File: config.mk
export PLATFORM = sky130hd
export DESIGN_NAME = pc_gen_flat
export DESIGN_NICKNAME = d
export VERILOG_FILES = /design/src/rtl/pc_gen_if.sv /design/src/rtl/pc_gen.sv /design/src/flat_wrapper.sv
export SDC_FILE = /design/constraint.sdc
export NUM_CORES = 1
export LEC_CHECK = 0
export ABC_AREA = 1
export BUFFER_PORTS_ARGS = -buffer_cell sky130_fd_sc_hd__buf_4
export CAP_MARGIN = 15
export CORE_MARGIN = 3
export CORE_UTILIZATION = 50
export CTS_CLUSTER_SIZE = 28
export DETAILED_ROUTE_END_ITERATION = 10
export HOLD_SLACK_MARGIN = 0.02
export PLACE_DENSITY = 0.85
export SYNTH_ARGS = -nofsm -noshare
export SYNTH_HDL_FRONTEND = slang
export SYNTH_SLANG_ARGS = --single-unit
export TNS_END_PERCENT = 50
File: constraint.sdc
create_clock -name clk -period 7 [get_ports clk]
set_clock_uncertainty 0.15 [all_clocks]
set_input_delay 1.75 -clock clk [delete_from_list [all_inputs] [get_ports clk]]
set_output_delay 1.75 -clock clk [all_outputs]
set_load 0.03 [all_outputs]
File: src/rtl/pc_gen_if.sv
// pc_gen_if: fetch-PC control and status bundle between the pipeline and pc_gen.
interface pc_gen_if #(parameter int XLEN = 32);
    logic            stall;
    logic            halt_req;
    logic            resume;
    logic            trap_valid;
    logic [XLEN-1:0] trap_pc;
    logic            mret_valid;
    logic            br_valid;
    logic [XLEN-1:0] br_target;
    logic [XLEN-1:0] br_pc;
    logic            inst_is_16;
    logic [XLEN-1:0] pc;
    logic            pc_valid;
    logic [XLEN-1:0] pc_next_seq;
    logic [XLEN-1:0] epc;
    logic            misalign_err;
    logic [XLEN-1:0] misalign_addr;
    modport master (
        output stall, halt_req, resume, trap_valid, trap_pc, mret_valid,
               br_valid, br_target, br_pc, inst_is_16,
        input  pc, pc_valid, pc_next_seq, epc, misalign_err, misalign_addr
    );
    modport slave (
        input  stall, halt_req, resume, trap_valid, trap_pc, mret_valid,
               br_valid, br_target, br_pc, inst_is_16,
        output pc, pc_valid, pc_next_seq, epc, misalign_err, misalign_addr
    );
endinterface

File: src/rtl/pc_gen.sv
// pc_gen: prioritised fetch-PC generator with boot/halt states, EPC and misalign trapping.
// PC_COMPRESSED_EN enables 2-byte increments and 2-byte-aligned branch targets.
module pc_gen #(
    parameter int              XLEN      = 32,
    parameter logic [XLEN-1:0] RESET_VEC = '0,
    parameter logic [XLEN-1:0] TRAP_VEC  = XLEN'('h100)
) (
    input logic     clk,
    input logic     res,
    pc_gen_if.slave bus
);
    typedef enum logic [1:0] {BOOT, RUN, HALT} state_t;
    state_t          state;
    logic [XLEN-1:0] pc, epc, misalign_addr, inc;
    logic            pc_valid, misalign_err, misaligned;
`ifdef PC_COMPRESSED_EN
    assign inc        = bus.inst_is_16 ? XLEN'(2) : XLEN'(4);
    assign misaligned = bus.br_target[0];
`else
    logic unused_inst_is_16;
    assign unused_inst_is_16 = bus.inst_is_16;
    assign inc        = XLEN'(4);
    assign misaligned = |bus.br_target[1:0];
`endif
    assign bus.pc            = pc;
    assign bus.pc_valid      = pc_valid;
    assign bus.pc_next_seq   = pc + inc;
    assign bus.epc           = epc;
    assign bus.misalign_err  = misalign_err;
    assign bus.misalign_addr = misalign_addr;
    always_ff @(posedge clk or posedge res) begin
        if (res) begin
            state         <= BOOT;
            pc            <= RESET_VEC;
            pc_valid      <= 1'b0;
            epc           <= '0;
            misalign_err  <= 1'b0;
            misalign_addr <= '0;
        end else begin
            misalign_err <= 1'b0;
            if (state == BOOT) begin
                state    <= RUN;
                pc_valid <= 1'b1;
            end else if (state == HALT) begin
                if (bus.trap_valid) begin
                    pc       <= TRAP_VEC;
                    epc      <= bus.trap_pc;
                    state    <= RUN;
                    pc_valid <= 1'b1;
                end else if (bus.resume) begin
                    state    <= RUN;
                    pc_valid <= 1'b1;
                end
            end else begin
                // redirects first, so a stall can never swallow one
                if (bus.trap_valid) begin
                    pc  <= TRAP_VEC;
                    epc <= bus.trap_pc;
                end else if (bus.mret_valid) begin
                    pc <= epc;
                end else if (bus.br_valid && misaligned) begin
                    pc            <= TRAP_VEC;
                    epc           <= bus.br_pc;
                    misalign_addr <= bus.br_target;
                    misalign_err  <= 1'b1;
                end else if (bus.br_valid) begin
                    pc <= bus.br_target;
                end else if (!bus.stall) begin
                    if (bus.halt_req) begin
                        state    <= HALT;
                        pc_valid <= 1'b0;
                    end else begin
                        pc <= pc + inc;
                    end
                end
            end
        end
    end
endmodule

File: src/flat_wrapper.sv
// flat-port wrapper written by rule: the top's interface ports become plain ports
module pc_gen_flat 
#(
    parameter int              XLEN      = 32,
    parameter logic [XLEN-1:0] RESET_VEC = '0,
    parameter logic [XLEN-1:0] TRAP_VEC  = XLEN'('h100)
)
  (clk, res, bus_stall, bus_halt_req, bus_resume, bus_trap_valid, bus_trap_pc, bus_mret_valid, bus_br_valid, bus_br_target, bus_br_pc, bus_inst_is_16, bus_pc, bus_pc_valid, bus_pc_next_seq, bus_epc, bus_misalign_err, bus_misalign_addr);
  pc_gen_if #(.XLEN(XLEN)) bus_i ();
  input logic clk;
  input logic res;
  input wire logic [$bits(bus_i.stall)-1:0] bus_stall;
  input wire logic [$bits(bus_i.halt_req)-1:0] bus_halt_req;
  input wire logic [$bits(bus_i.resume)-1:0] bus_resume;
  input wire logic [$bits(bus_i.trap_valid)-1:0] bus_trap_valid;
  input wire logic [$bits(bus_i.trap_pc)-1:0] bus_trap_pc;
  input wire logic [$bits(bus_i.mret_valid)-1:0] bus_mret_valid;
  input wire logic [$bits(bus_i.br_valid)-1:0] bus_br_valid;
  input wire logic [$bits(bus_i.br_target)-1:0] bus_br_target;
  input wire logic [$bits(bus_i.br_pc)-1:0] bus_br_pc;
  input wire logic [$bits(bus_i.inst_is_16)-1:0] bus_inst_is_16;
  output wire logic [$bits(bus_i.pc)-1:0] bus_pc;
  output wire logic [$bits(bus_i.pc_valid)-1:0] bus_pc_valid;
  output wire logic [$bits(bus_i.pc_next_seq)-1:0] bus_pc_next_seq;
  output wire logic [$bits(bus_i.epc)-1:0] bus_epc;
  output wire logic [$bits(bus_i.misalign_err)-1:0] bus_misalign_err;
  output wire logic [$bits(bus_i.misalign_addr)-1:0] bus_misalign_addr;
  assign bus_i.stall = bus_stall;
  assign bus_i.halt_req = bus_halt_req;
  assign bus_i.resume = bus_resume;
  assign bus_i.trap_valid = bus_trap_valid;
  assign bus_i.trap_pc = bus_trap_pc;
  assign bus_i.mret_valid = bus_mret_valid;
  assign bus_i.br_valid = bus_br_valid;
  assign bus_i.br_target = bus_br_target;
  assign bus_i.br_pc = bus_br_pc;
  assign bus_i.inst_is_16 = bus_inst_is_16;
  assign bus_pc = bus_i.pc;
  assign bus_pc_valid = bus_i.pc_valid;
  assign bus_pc_next_seq = bus_i.pc_next_seq;
  assign bus_epc = bus_i.epc;
  assign bus_misalign_err = bus_i.misalign_err;
  assign bus_misalign_addr = bus_i.misalign_addr;
  pc_gen #(.XLEN(XLEN), .RESET_VEC(RESET_VEC), .TRAP_VEC(TRAP_VEC)) u_core (.clk(clk), .res(res), .bus(bus_i));
endmodule
======== Yosys cells after proc, flatten, opt, wreduce, memory -nomap -nowiden ========
Index checks and enable logic that the tools add are counted.
word-level totals
  input port bits ......................... 105
  output and inout bits ................... 130
  register bits ........................... 100
  logic and storage cells ................. 69
cells by class
  muxes and demuxes ....................... 38
  equality and inequality tests ........... 11
  bitwise logic cells ..................... 4
  reduce and logical (&&, ||, !) cells .... 9
  $add $sub $neg .......................... 1
operators with widths
  kind                     count
  $mux W32                 13
  $add A32 B3 Y32 const B  1
  $mux W2                  10
  $mux W1                  15
  $ne A3 B1 Y1 const B     5
  $ne A5 B1 Y1 const B     2
  $reduce_and A4 Y1        2
  $reduce_and A7 Y1        1
  $reduce_and A5 Y1        1
  $ne A2 B2 Y1 const B     2
  $ne A4 B3 Y1 const B     1
  $not A1 Y1               4
  $reduce_bool A3 Y1       1
  $eq A2 B2 Y1 const B     1
  $logic_not A2 Y1         1
  $reduce_bool A2 Y1       1
  $reduce_or A2 Y1         1
  $logic_and A1 B1 Y1      1

======== Depth between registers and ports, before layout ========
  word-level depth ........................ 8
  depth in mapped cells ................... 13
  depth with buffers taken out ............ 13

======== Worst setup path after synthesis ========
OpenSTA, ideal clock, no wires.
  path type ............................... register to output
  start point ............................. register u_core.pc[2] (netlist: u_core.bus.pc[2])
  end point ............................... output port bus_pc_next_seq[21]
  cell stages (with the launch flop) ...... 9
  path slack .............................. 3,316 ps
  required time ........................... 5,100 ps
  buffers on the path ..................... 0
  data arrival time ....................... 1,784 ps
  path through ............................ dfrtp_1 -> inv_1 -> nor2_1 -> nand2_1 -> nor2_1 -> nand2_1 -> nand2_1 -> nand2_1 -> inv_1
between the ends
  cells in the longest elaborated chain, start to end .. 1
ends and longest elaborated chain
  item                      line                RTL
  start: declaration        pc_gen.sv:14        logic [XLEN-1:0] pc, epc, misalign_addr, inc;
  start signal: assignment  pc_gen.sv:60        pc <= epc;
  start signal: assignment  pc_gen.sv:67        pc <= bus.br_target;
  start signal: assignment  pc_gen.sv:73        pc <= pc + inc;
  $add A32 B3 Y32           pc_gen.sv:27        assign bus.pc_next_seq = pc + inc;
  end: declaration          flat_wrapper.sv:24  output wire logic [$bits(bus_i.pc_next_seq)-1:0] bus_pc_next_seq;
Every way passes these cells.

======== Final worst setup path ========
  start point ............................. register u_core.pc[2] (netlist: u_core.bus.pc[2])
  end point ............................... output port bus_pc_next_seq[28]
The elaborated chain is that of the path after synthesis.

==> flow_metrics.env <==
export IMPL_postSynth_topFlopCell="sky130_fd_sc_hd__dfrtp_1"
export IMPL_asyncSetResetFlopFracSynth_pct=100
export IMPL_top_area_cells_in_the_synthesized_netlist="sky130_fd_sc_hd__dfrtp_1 45%, sky130_fd_sc_hd__nand2_1 22%, sky130_fd_sc_hd__nor2_1 5.6%"
export IMPL_nets_in_the_synthesized_netlist=916
export IMPL_clock_tree_root_cell="sky130_fd_sc_hd__clkbuf_8"
export IMPL_tritoncts_num_sinks=100
export IMPL_core_region_area_um2=10600
export IMPL_slew_headroom_pct=26.3
export IMPL_setup_worst_path_start="u_core.bus.pc[2]"
export IMPL_critical_path_reg2reg_startpoint="u_core.state[0]"
export IMPL_wl_mm=17.8
export IMPL_synthXorXnorAreaFrac_pct=2.35
export IMPL_cts_setup_buffers=0
export IMPL_tritoncts="done"
export IMPL_yosysTopAreaCellShare_pct=44.8
export IMPL_nNetsFinal=1127
export IMPL_placement_cell_area_um2=7380
export IMPL_grt_first_pass_wirelength_mm=28.7
export IMPL_initial_antenna_violation_count=0
export IMPL_globalplace_congestion=0.988
export IMPL_synthCells=810
export IMPL_antenna_diode_count=0
export IMPL_mostFrequentLayoutCells="325 x sky130_fd_sc_hd__nand2_1, 238 x sky130_fd_sc_hd__buf_4, 100 x sky130_fd_sc_hd__dfrtp_1, 83 x sky130_fd_sc_hd__nor2_1, 65 x sky130_fd_sc_hd__inv_1"
export IMPL_reg2reg_depth=9
export IMPL_synth_simple_gate_area_share_pct=33.7
export IMPL_sequential_cell_area_fraction_in_the_yosys_report_pct=44.8
export IMPL_syn_mean_instance_area_um2=6.90
export IMPL_first_pass_iters=6
export IMPL_final_design_area_no_fill_um2=7580
export IMPL_floorplan_initialDensity_pct=52.7
export IMPL_worst_setup_endpoint="bus_pc_next_seq[28]"
export IMPL_worstSetupPathType="reg -> out"
export IMPL_setup_tns_final_ns=0
export IMPL_clk_path_buf_depth=2
export IMPL_cp_arrival_ns=2.24
export IMPL_routed_via_count=6132
export IMPL_count_of_distinct_cell_types_in_the_synthesized_netlist=25
export IMPL_place_port_buffers=233
export IMPL_layout_cells_most_common="sky130_fd_sc_hd__nand2_1"
export IMPL_complex_gate_fraction_of_the_synthesized_area_pct=11.0
export IMPL_hold_bufs_at_cts=0
export IMPL_cap_violations=0
export IMPL_slew_viol_final=0
export IMPL_detail_route_antenna_nets=0
export IMPL_initialDrtViolationCount=561
export IMPL_run_status="completed"
export IMPL_timing_worst_slew_pin_value_ns=1.10
export IMPL_synth_largest_area_cell="sky130_fd_sc_hd__dfrtp_1"
export IMPL_max_freq_mhz=242
export IMPL_final_hold_violation_count=0
export IMPL_floorplan_die_width_um=112
export IMPL_cellPowerDensity_nw_per_um2=411
export IMPL_design_die_area_um2=12500
export IMPL_post_route_drc_count=0
export IMPL_rrSetupSlack_ns=4.38
export IMPL_dieHeight_um=112
export IMPL_mappedNetlistArea_um2=5590
export IMPL_post_cts_resize_count=0
export IMPL_drive_above_1_share_pct=25.6
export IMPL_routedWlPerCell_um=15.4
export IMPL_drt_vias_per_instance=5.28
export IMPL_hold_path_class="reg -> reg"
export IMPL_hpwl_mm=13.5
export IMPL_fillerInstances=919
export IMPL_worstSkewPairLatency_ns=0.37
export IMPL_ys_ff_latch=100
export IMPL_overflow=0
export IMPL_synthMuxAreaShare_pct=0.179
export IMPL_count_of_h_tree_levels_built_during_cts=3
export IMPL_yosys_warnings=0
export IMPL_grt_setup_unrepaired="no"
export IMPL_synth_adder_area_share_pct=0.224
export IMPL_number_of_global_route_vias_before_repair=5684
export IMPL_setup_violations_final=0
export IMPL_grt_util_all_layers_pct=28.3
export IMPL_synthToLayoutAreaGrowth_pct=35.7
export IMPL_final_critical_period_ns=4.14
export IMPL_main_combinational_cell_family_by_area_after_synthesis="simple AND/OR/NAND/NOR gates"
export IMPL_static_leakage_power_uw=0.00411
export IMPL_worst_path_required_time_ns=5.10
export IMPL_placementRows=37
export IMPL_worst_path_max_fanout=5
export IMPL_vdd_ir_drop_max_v=0.000227
export IMPL_synth_edff_count=0
export IMPL_cp_start_kind="flip-flop"
export IMPL_top_level_ports=235
export IMPL_reg2reg_to="u_core.bus.pc[8]"
export IMPL_final_period_utilization_pct=59.1
export IMPL_numCtsBuffers=9
export IMPL_worst_setup_hold_path_clk_slew_ns=0.11
export IMPL_grt_start_max_net_pins=68
export IMPL_worstSetupEndpointType="primary output"
[worst min-delay path by stage]
stage	from	end	slack [ns]	cells past startpoint
5_1_grt	u_core.bus.misalign_addr[5]	u_core.bus.misalign_addr[5]	0.36	2
6_report	u_core.bus.misalign_addr[31]	u_core.bus.misalign_addr[31]	0.34	2
3_3_place_gp	u_core.bus.pc_valid	u_core.bus.pc_valid	0.31	2
2_1_floorplan	u_core.state[1]	u_core.state[1]	0.39	2
3_5_place_dp	u_core.bus.misalign_addr[5]	u_core.bus.misalign_addr[5]	0.32	2
4_1_cts	u_core.bus.misalign_addr[31]	u_core.bus.misalign_addr[31]	0.35	2
[state kept, by name (all words and copies together) (netlist names)]
| register | count |
|---|---|
| u_core.bus.pc | 32 |
| u_core.bus.epc | 32 |
| u_core.bus.pc_valid | 1 |
| u_core.bus.misalign_err | 1 |
| u_core.state | 2 |
| u_core.bus.misalign_addr | 32 |
[per-layer routing]
layer	vias up	wire length [um]	GRT usage [%]
met5	-	0	0
li1	2991	-	-
met4	0	363	9.25
met1	2797	7440	39.0
met3	28	1780	5.43
met2	316	8270	45.3
[Yosys cell counts (2+ instances only)]
master	n
sky130_fd_sc_hd__xor2_1	3
sky130_fd_sc_hd__nand2_2	2
sky130_fd_sc_hd__inv_1	66
sky130_fd_sc_hd__a21oi_1	33
sky130_fd_sc_hd__clkbuf_1	24
sky130_fd_sc_hd__xnor2_1	12
sky130_fd_sc_hd__o21ai_0	44
sky130_fd_sc_hd__buf_2	11
sky130_fd_sc_hd__o32ai_1	2
sky130_fd_sc_hd__a31oi_1	32
sky130_fd_sc_hd__buf_4	2
sky130_fd_sc_hd__dfrtp_1	100
sky130_fd_sc_hd__nor2_1	84
sky130_fd_sc_hd__nand4_1	2
sky130_fd_sc_hd__inv_2	5
sky130_fd_sc_hd__nand3b_1	6
sky130_fd_sc_hd__nand2_1	325
sky130_fd_sc_hd__nand3_1	49
sky130_fd_sc_hd__and2_1	2
[cells by family after synthesis]
family	count (synthesis)
AO/OA/AOI/OAI	113
XOR/XNOR	15
adder cells (fa/ha/maj)	1
buffers and inverters	109
flip-flops	100
multiplexers	1
AND/OR/NAND/NOR	471
[where the power goes]
part / internal (uW) / leakage (uW) / switching (uW)
clock network: 170 / 0.000102 / 213
logic: 587 / 0.00279 / 1110
registers: 796 / 0.00123 / 238
total: 1550 / 0.00411 / 1560
[stage by stage]
step           total power [uW]  setup slack [ns]  hold WS (ns)  utilization (%)  std cells
3_3_place_gp               2710              2.74         0.313             69.7       1146
6_report                   3120              2.86         0.340             71.5       1162
5_1_grt                    3290              2.57         0.361             71.5       1162
2_1_floorplan              2040              2.48         0.390                -        810
4_1_cts                    3120              2.87         0.347             71.5       1162
3_5_place_dp               2740              2.64         0.321             69.7       1146
[critical path: stages (launching register included)]
cell and delay, ns:
sky130_fd_sc_hd__dfrtp_1 0.43, sky130_fd_sc_hd__ha_1 0.20, sky130_fd_sc_hd__nand2_1 0.07, sky130_fd_sc_hd__nor2_1 0.20, sky130_fd_sc_hd__nand2_1 0.16, sky130_fd_sc_hd__nor2_1 0.34, sky130_fd_sc_hd__nand3_1 0.14, sky130_fd_sc_hd__nand2_1 0.11
sky130_fd_sc_hd__inv_1 0.05, sky130_fd_sc_hd__buf_4 0.16
[final cells by class]
type | instances | area, um^2 | share of cell area [%]
clock buffer | 10 | 128 | 1.68
clock inverter | 6 | 70.1 | 0.924
inverter | 71 | 269 | 3.55
multi-input combinational | 601 | 2660 | 35.0
sequential | 100 | 2500 | 33.0
tap | 136 | 170 | 2.24
timing repair buffer | 238 | 1790 | 23.6
No activity file was read; power rests on OpenSTA's default activity.
